==> src/rtl/ber_checker_pkg.sv <==
// Shared defaults and FSM state encoding for the BER checker slice.
package ber_checker_pkg;

   localparam int unsigned NB_DELAY_DEF = 9;
   localparam int unsigned NB_WIN_DEF   = 9;
   localparam int unsigned NB_CNT_DEF   = 64;

   typedef enum logic [1:0] {
      ST_IDLE   = 2'd0,
      ST_SEARCH = 2'd1,
      ST_LOCKED = 2'd2
   } ber_state_e;

endpackage

==> src/rtl/ber_delay_line.sv <==
// Reference-bit delay line with a selectable tap; tap 0 is the live input bit.
module ber_delay_line
   import ber_checker_pkg::*;
#(
   parameter int unsigned NB_DELAY = NB_DELAY_DEF
) (
   input  logic                clock,
   input  logic                i_reset,
   input  logic                i_shift,
   input  logic                i_bit,
   input  logic [NB_DELAY-1:0] i_sel,
   output logic                o_bit
);

   localparam int unsigned DEPTH = 2**NB_DELAY;

   // Tap 0 is combinational, so only DEPTH-1 history bits need storage.
   logic [DEPTH-2:0] line_q;
   logic [DEPTH-1:0] taps;

   assign taps  = {line_q, i_bit};
   assign o_bit = taps[i_sel];

   always_ff @(posedge clock or posedge i_reset) begin
      if (i_reset) begin
         line_q <= '0;
      end else if (i_shift) begin
         line_q <= taps[DEPTH-2:0];
      end
   end

endmodule

==> config.mk <==
export PLATFORM = sky130hd
export DESIGN_NAME = ber_delay_line
export DESIGN_NICKNAME = d
export VERILOG_FILES = /design/src/rtl/ber_checker_pkg.sv /design/src/rtl/ber_delay_line.sv
export SDC_FILE = /design/constraint.sdc
export NUM_CORES = 1
export LEC_CHECK = 0
export ABC_AREA = 1
export CORE_MARGIN = 2
export CORE_UTILIZATION = 27
export CTS_CLUSTER_SIZE = 16
export DETAILED_ROUTE_END_ITERATION = 10
export GPL_ROUTABILITY_DRIVEN = 0
export PLACE_DENSITY = 0.43
export SLEW_MARGIN = 30
export SYNTH_ARGS = -nofsm -noshare
export SYNTH_HDL_FRONTEND = slang
export SYNTH_SLANG_ARGS = --single-unit
==> constraint.sdc <==
create_clock -name clock -period 18.55 [get_ports clock]
set_input_delay 1.855 -clock clock [delete_from_list [all_inputs] [get_ports clock]]
set_output_delay 1.855 -clock clock [all_outputs]
set_load 0.05 [all_outputs]
==> results.md, run 1 <==
* Die area at about 0.09 sq mm
* Post-synth top area share at between 50% and 60%
* CP Launch Type: input port
* Worst Tran Pin Value at 0.9723 ns
* Sequential fraction of the synthesis area at 53.44%
* Clock slew at reported path FFs at 0.06 ns
* Vias in the first global route at between 15000 and 20000
* Die W at 301.7 um
* Ys async rst share at 100.0%
* YS warnings at 0
* Max FFs per register at around 500
* Top cells by count, synth: nand2_1 (723), dfrtp_1 (511), nand3_1 (468), a21oi_1 (286), o21ai_0 (286)
* TritonCTS clock tree: yes
* Worst R2R Start: line_q[45]
* Status: finished clean
* Mean Syn Cell Area at 7.934 sq um
* Antenna violations before repair at 0
* Hold Fails Final Rpt at 0
* Hold Path Class: reg2reg
* Req. time, crit path at about 17 ns
* Via count at 18780
* Synth area leaders: dfrtp_1 (53%), nand2_1 (11%), nand3_1 (9.8%)
* Nets@finish at 2909
* RSZ-0062 raised after global routing: false
* RR Endpoint: line_q[46]
* Min Clock Period, post-route at 8.047 ns
* P&R area growth vs syn at 10.49%
* Beginning of the worst hold path: line_q[46]
* Hold path cells at 2
* Grt total ovfl at 0
* Unique masters post-synth at 15
* Final antenna diode count at 0
* Non-Filler Instances at 4107
* Clk Latency, worst-skew pair at 0.64 ns
* Skew final at 0.02702 ns
* Reg2Reg Depth at 1
* Top-count cell post-synth: nand2_1
* Routed wire length at 62200 um
* Crit path arrival time at 6.19 ns
* Global-route wire length before repair at 102500 um
* Clk sinks at 511
* Clk root buf: clkbuf_16
* Fillcell total at 9632
* Largest net degree at the start of global routing at 168
* Fmax at roughly 120 MHz
* PwrDens at 110.5 mW/mm^2
* Max VDD drop at ~0.070 mV
* Setup TNS Final at 0 ns
* Residual DRC at 0
* Postcts setup bufs at 0
* Ratio of cells with drive above 1 in the final layout at 4.249%
* Placed Cells at approximately 4000
* Endpoints failing setup at 0
* Post-Syn Area at 0.02393 sq mm
* Yosys reg bits at 511
* Final Max Slew Viols at 0
* PostCTS Resize Cnt at 0
* Synth area leader: dfrtp_1
* Reg with most FFs: line_q
* I/O Buffers at 13
* Rel. slew slack at a little over a third
* Pleak at 0.01224 uW
* Top flop regs: line_q: 511 flops
* Max Cap Violations at 0
* Post-synth EDFFs at 0
* Setup CP Type: in2out
* Antenna Nets Post-Route at 0
* Routed length per instance at ~15 um
* Cts-stage hold buffer count at 0
* CTS buffer count at 60
* Post-DP HPWL at 32850 um
* Core area at ~0.09 sq mm
* H-tree levels at 2
* Die Y at 301.7 um
* Syn_nets at slightly above 3000
* Crit path max fanout at around 150
* Detailed-route vias per instance at 4.572
* Reg2Reg Setup Slack at 17.78 ns
* Global Route Usage Sum at around 14%
* WHS Endpoint: line_q[47]
* Top Ports at 14
* Clk buf depth at 3
* Router iterations before antenna repair at 5
* Fin crit share at 43.38%
* Storage cell area at 0.01279 sq mm
* Critical Path Sink Type: output port
* Number of DRC markers in iteration 0 at 1244
* Site Rows at 109
* Area of the multi-input gates at a little under 0.009 sq mm
* Initial Util at a little over a quarter
* Synth Flop Type: dfrtp_1
* Gate Count Post-Synth at 3016
-- critical path: stages --
cell	delay, ns
buf_8	0.59
clkinv_8	0.73
buf_4	0.67
nand2_1	0.16
nand3_1	0.08
nand3_1	0.12
nand3_1	0.08
nand3_1	0.15
nand3_1	0.25
nand2_1	0.13
nand2_1	0.05
nand3_1	0.07
nand2_1	0.07
nand2_1	0.05
nand2_1	0.14
clkdlybuf4s50_1	0.74
-- worst max-delay path by stage --
stage | startpoint | endpoint | depth (start not counted)
5_1_grt | i_sel[0] | o_bit | 16
4_1_cts | i_sel[0] | o_bit | 16
3_3_place_gp | i_sel[0] | o_bit | 16
6_report | i_sel[0] | o_bit | 16
3_5_place_dp | i_sel[0] | o_bit | 16
2_1_floorplan | i_reset | line_q[0] | 1
-- routing by layer --
| metal | wire length [um] | global-route usage (%) | vias to the layer above |
|---|---|---|---|
| met3 | 1951 | 1.880 | 79 |
| li1 | - | - | 9541 |
| met1 | 30240 | 19.42 | 8957 |
| met4 | 1196 | 3.678 | 0 |
| met2 | 28810 | 22.52 | 199 |
| met5 | 0 | 0 | - |
-- logic make-up (layout without fill, tap and decap cells) --
kind of cell	count (synthesis)	in the layout	share of synthesized area, %
AND/OR/NAND/NOR	1445	1445	25.12
multiplexers	3	3	0.1412
flip-flops	511	511	53.44
buffers and inverters	485	411	9.339
AO/OA/AOI/OAI	572	572	11.96
-- layout make-up --
class                      count  area share [%]
clock buffer                  96           6.720
clock inverter                12          0.3549
sequential                   511           48.37
tap                         1165           5.513
inverter                     264           3.843
timing repair buffer          39           1.514
multi-input combinational   2020           33.69
-- power by group --
group	switching [uW]	internal [uW]	leakage, uW
clock network	478	652	0.000923
logic	267	138	0.00536
registers	106	1280	0.00595
total	850	2070	0.0122
-- metrics by stage --
stage / total power [uW] / utilization, % / area, sq um / setup WS, ns / hold WS, ns
2_1_floorplan: 1707 / - / 23930 / 2.424 / 0.4704
3_3_place_gp: 1819 / 27.82 / 24510 / 10.53 / 0.4917
3_5_place_dp: 1820 / 27.82 / 24510 / 10.51 / 0.4943
4_1_cts: 2978 / 29.95 / 26380 / 10.50 / 0.5073
5_1_grt: 3110 / 30.01 / 26440 / 10.16 / 0.5358
6_report: 2922 / 30.01 / 26440 / 10.50 / 0.5008
-- placed cells by master, fill, tap and decap left out --
cell,Yosys,routed
buf_4,10,17
clkinv_2,0,8
clkbuf_16,0,60
clkbuf_8,0,14
inv_4,0,2
clkbuf_1,69,22
inv_8,0,1
inv_2,2,1
clkinv_8,0,2
clkdlybuf4s50_1,0,8
buf_6,35,8
buf_8,0,2
nor2_1,254,254
o21ai_0,286,286
a21oi_1,286,286
inv_6,1,1
buf_12,0,2
nand3_1,468,468
clkinv_4,0,1
inv_1,261,259
buf_16,0,1
dfrtp_1,511,511
nand2_1,723,723
buf_2,87,1
inv_16,0,1
mux2_2,3,3
Power figures use the tool's default switching activity.
==> run 2, diff against run 1 <==
Settings changed: PLACE_DENSITY 0.43 to 0.44.
Clock period 18.55 ns to 6.95 ns, I/O delays scaled along.
==> results.md, run 2 (synthesis results as in run 1) <==
* Endpoints failing setup at 0
* Reg power frac at a little under half
* Most frequent cells in the layout: nand2_1 (723), dfrtp_1 (511), nand3_1 (468), a21oi_1 (286), o21ai_0 (286)
* TritonCTS clock tree: yes
* Critical Path Sink Type: output port
* Setup CP Type: in2out
* Largest net degree at the start of global routing at 263
* PostCTS Resize Cnt at 0
* Fmax at approximately 210 MHz
* Max FFs per register at 511
* Number of DRC markers in iteration 0 at around 1400
* Pre-CTS WS at 2.112 ns
* Post-DP HPWL at about 33000 um
* RSZ-0062 raised after global routing: false
* Design Power at 7989 uW
* Final antenna diode count at 0
* Worst Tran Pin Value at about 0.94 ns
* Skew final at around 0.014 ns
* Crit path max fanout at 32
* Clk buf depth at 3
* Antenna Nets Post-Route at 0
* PwrDens at 299.6 mW/mm^2
* Rel. slew slack at a little under two fifths
* Core area at 0.08810 sq mm
* H-tree levels at 2
* Via count at between 15000 and 20000
* Worst R2R Start: line_q[478]
* Post-Route Utilization at a little under a third
* CP Launch Type: input port
* Antenna violations before repair at 1
* Top Ports at 14
* Global-route wire length before repair at 102800 um
* Global Route Usage Sum at 13.86%
* Req. time, crit path at 6.25 ns
* Status: finished clean
* P_sw at 2266 uW
* Detailed-route vias per instance at 4.556
* Die Y at approximately 300 um
* Initial Util at 27.16%
* Final Max Slew Viols at 0
* Crit path arrival time at between 4 and 5 ns
* Die area at 0.09102 sq mm
* Reg2Reg Depth at 2
* Hold Fails Final Rpt at 0
* Cts-stage hold buffer count at 0
* Clock group share of total power at 40.0%
* Clk sinks at between 500 and 600
* Vias in the first global route at 18600
* CP Cell Sequence: buf_4 > clkinv_2 > buf_4 > nand3_1 > nand3_1 > nand3_1 > nand3_1 > nand2_1 > nand2_1 > nand3_1 > nand2_1 > nand2_1 > nand2_1 > clkdlybuf4s50_1
* Top flop regs: line_q: 511 flops
* Clock slew at reported path FFs at 0.05 ns
* Max incr delay on CP at between 0.7 and 0.8 ns
* Router iterations before antenna repair at 7
* P&R area growth vs syn at 11.42%
* Fin crit share at 69.15%
* Clk Latency, worst-skew pair at 0.61 ns
* Routed wire length at roughly 62000 um
* Max Cap Violations at 0
* Minimum hold slack at 0.4647 ns
* Grt total ovfl at 0
* Slowest CP cell: clkdlybuf4s50_1
* Die W at between 300 and 400 um
* Combinational power share at 13.6%
* Reg2Reg Setup Slack at 6.15 ns
* Fillcell total at 9603
* Residual DRC at 0
* Clk root buf: clkbuf_16
* Switching Share at 28.36%
* Min Clock Period, post-route at 4.806 ns
* Pleak at approximately 0.012 uW
* Int Pwr at 5723 uW
* Postcts setup bufs at 0
* Routed length per instance at 15.08 um
* Hold Path Class: in2async
* Commonest non-fill, non-tap cell in the layout: nand2_1
* Ratio of cells with drive above 1 in the final layout at 4.655%
* Site Rows at 109
* Reg with most FFs: line_q
* Max VDD drop at 0.2035 mV
* Nets@finish at approximately 3000
* Final WS setup at 2.144 ns
* I/O Buffers at 13
* CTS buffer count at 60
* RR Endpoint: line_q[479]
## run 2: changes by cell type in the layout (fill, tap and decap cells not counted), sizes merged
| cell | before | now |
|---|---|---|
| inv | 265 | 261 |
| clkinvlp | 0 | 2 |
| bufinv | 0 | 6 |
| clkbuf | 96 | 82 |
| buf | 31 | 36 |
| clkinv | 11 | 17 |
## run 2: worst max-delay path: cells and delay by family
family	cells	cell delay [ns]
simple gates	10	1.15
buf+inv	4	2.23
## run 2: through the flow
stage	instance area (sq um)	setup TNS (ns)	cells
floorplan	23930	-349.19	3016
global route	26660	0	4108
detailed placement	24650	0	4003
finish	26660	0	4108
CTS	26630	0	4107
global placement	24620	0	4002
## run 2: layer usage
layer | vias up | wire length [um] | share of wire [%] | track usage (%)
li1 | 9521 | - | - | -
met1 | 8933 | 30940 | 50 | 19.76
met2 | 198 | 27830 | 45 | 22.20
met3 | 64 | 2171 | 3.5 | 1.844
met4 | 0 | 1020 | 1.6 | 3.359
met5 | - | 0 | 0 | 0
## run 2: final cells by class
class	count	area, sq um	share of cell area [%]
flip-flops and latches	511	12790	47.96
clock inverters	22	266.5	0.9996
repair buffers	44	519.2	1.948
multi-input cells	2020	8906	33.41
well taps	1165	1458	5.467
clock buffers	82	1715	6.434
inverters	264	1008	3.783
## run 2: worst max-delay path by stage
stage          startpoint   endpoint  slack [ns]  cells past startpoint
2_1_floorplan     i_reset  line_q[0]       -0.68                      1
3_3_place_gp     i_sel[1]      o_bit        2.08                     15
3_5_place_dp     i_sel[2]      o_bit        2.11                     14
4_1_cts          i_sel[2]      o_bit        2.08                     14
5_1_grt          i_sel[2]      o_bit        1.93                     14
6_report         i_sel[2]      o_bit        2.14                     14
## run 2: power groups by stage
stage	Combinational, uW	Sequential, uW	Clock, uW
2_1_floorplan	872	3680	0
3_3_place_gp	1100	3760	0
3_5_place_dp	1110	3760	0
4_1_cts	1110	3710	3320
5_1_grt	1290	3770	3430
6_report	1090	3710	3190
==> run 3, diff against run 2 <==
Clock period 6.95 ns to 3.95 ns, I/O delays scaled along.
==> results.md, run 3 (synthesis results as in run 1) <==
* Status: finished clean
* Pleak at 0.01246 uW
* Ratio of cells with drive above 1 in the final layout at 5.162%
* P_sw at 3933 uW
* Switching Share at between 20 and 30%
* Final antenna diode count at 0
* I/O Buffers at 13
* Fillcell total at 9600
* Cts-stage hold buffer count at 0
* CP Cell Sequence: buf_8 > inv_8 > buf_12 > nand2_1 > nand3_1 > nand3_1 > nand3_1 > nand3_1 > nand3_1 > nand2_1 > nand2_1 > nand3_1 > nand2_1 > nand2_1 > nand2_1 > buf_12
* Clk sinks at 511
* Max FFs per register at 511
* Reg with most FFs: line_q
* Hold Fails Final Rpt at 0
* Crit path arrival time at 2.69 ns
* Number of DRC markers in iteration 0 at 1150
* Max VDD drop at 0.3367 mV
* Rel. slew slack at 47.54%
* Antenna Nets Post-Route at 0
* Initial Util at 27.16%
* Fmax at 323.7 MHz
* Slowest CP cell: inv_8
* Clk root buf: clkbuf_16
* TritonCTS clock tree: yes
* Routed length per instance at between 10 and 15 um
* Routed wire length at 61550 um
* Clk buf depth at 3
* H-tree levels at 2
* PwrDens at a little over 500 mW/mm^2
* P&R area growth vs syn at 12.38%
* Endpoints failing setup at 0
* CP Launch Type: input port
* Die area at 0.09102 sq mm
* Max incr delay on CP at 0.35 ns
* Vias in the first global route at 18600
* Clock slew at reported path FFs at 0.05 ns
* Final Max Slew Viols at 0
* Detailed-route vias per instance at 4.542
* Router iterations before antenna repair at 6
* Clock group share of total power at 37.6%
* Die Y at 301.7 um
* Largest net degree at the start of global routing at around 170
* Fin crit share at 78.20%
* Reg power frac at 47.9%
* Top Ports at 14
* Commonest non-fill, non-tap cell in the layout: nand2_1
* Die W at 301.7 um
* Worst Tran Pin Value at a little under 0.8 ns
* Setup CP Type: in2out
* Crit path max fanout at 64
* Critical Path Sink Type: output port
* Via count at 18760
* PostCTS Resize Cnt at 0
* Int Pwr at 9677 uW
* Max Cap Violations at 0
* Postcts setup bufs at 0
* Clk Latency, worst-skew pair at 0.62 ns
* Grt total ovfl at 0
* Min Clock Period, post-route at 3.089 ns
* Global Route Usage Sum at between 10% and 20%
* Nets@finish at approximately 3000
* CTS buffer count at 58
* Skew final at between 0.02 and 0.025 ns
* Global-route wire length before repair at 102300 um
* Core area at 0.08810 sq mm
* Fin area at around 0.027 sq mm
* RSZ-0062 raised after global routing: false
* Req. time, crit path at approximately 3.6 ns
* Setup TNS Final at 0 ns
* Post-DP HPWL at 34920 um
* Hold Path Class: in2reg
* Residual DRC at 0
* Top flop regs: line_q: 511 flops
* Antenna violations before repair at 0
* Dpl cell area at 0.02512 sq mm
* Most frequent cells in the layout: nand2_1 (723), dfrtp_1 (511), nand3_1 (468), a21oi_1 (286), o21ai_0 (286)
* Combinational power share at 14.4%
* Site Rows at 109
run 3: cell types whose count changed in the layout (fill, tap and decap cells not counted), sizes merged:
cell | before | now
bufinv | 6 | 0
clkinv | 17 | 7
buf | 36 | 67
inv | 261 | 263
clkbuf | 82 | 88
clkdlybuf4s50 | 8 | 7
clkinvlp | 2 | 1
run 3: final timing paths:
path	startpoint	endpoint	slack (ns)	depth (start not counted)
min in group asynchronous	i_reset	line_q[317]	0.29	2
setup reg to reg	line_q[45]	line_q[46]	3.16	1
setup / recovery	i_sel[0]	o_bit	0.86	16
hold / removal	i_shift	line_q[400]	0.28	3
hold reg to reg	line_q[160]	line_q[161]	0.50	2
max in group asynchronous	i_reset	line_q[330]	2.74	4
run 3: area by class of cell:
type	instances	area [sq um]	area share, %
clock buffer	88	1715	6.379
tap	1165	1458	5.421
timing repair buffer	74	964.7	3.587
clock inverter	7	53.80	0.2001
multi-input combinational	2020	8906	33.12
inverter	264	1006	3.741
sequential	511	12790	47.55
run 3: per-layer routing:
layer	routed length (um)	vias up	track usage, %	part of all wire (%)
met3	1945	82	2.003	3.2
met5	0	-	0	0
met1	30360	8882	19.23	49
met4	1200	0	3.418	1.9
li1	-	9583	-	-
met2	28050	208	22.53	46
run 3: power by group through the flow:
stage | Combinational [uW] | Clock, uW | Sequential [uW]
after floorplan | 1530 | 0 | 6480
after global placement | 1990 | 0 | 6620
after detailed placement | 2010 | 0 | 6610
after CTS | 2010 | 5330 | 6530
after global routing | 2320 | 5530 | 6640
final | 1960 | 5120 | 6520
run 3: per-stage QoR:
step / util (%) / setup WS, ns / hold WS, ns / std cells / power [uW]
floorplan: - / -3.383 / 0.4704 / 3016 / 8018
global placement: 28.51 / 0.8390 / 0.4925 / 4034 / 8608
detailed placement: 28.51 / 0.8359 / 0.4914 / 4034 / 8617
CTS: 30.52 / 0.8262 / 0.2455 / 4129 / 13870
global route: 30.52 / 0.6568 / 0.2970 / 4129 / 14490
finish: 30.52 / 0.8611 / 0.2773 / 4129 / 13610
run 3: critical path, delay by kind of cell:
kind | cells | cell delay, ns
and+or+nand+nor | 12 | 1.26
buffers and inverters | 4 | 0.98
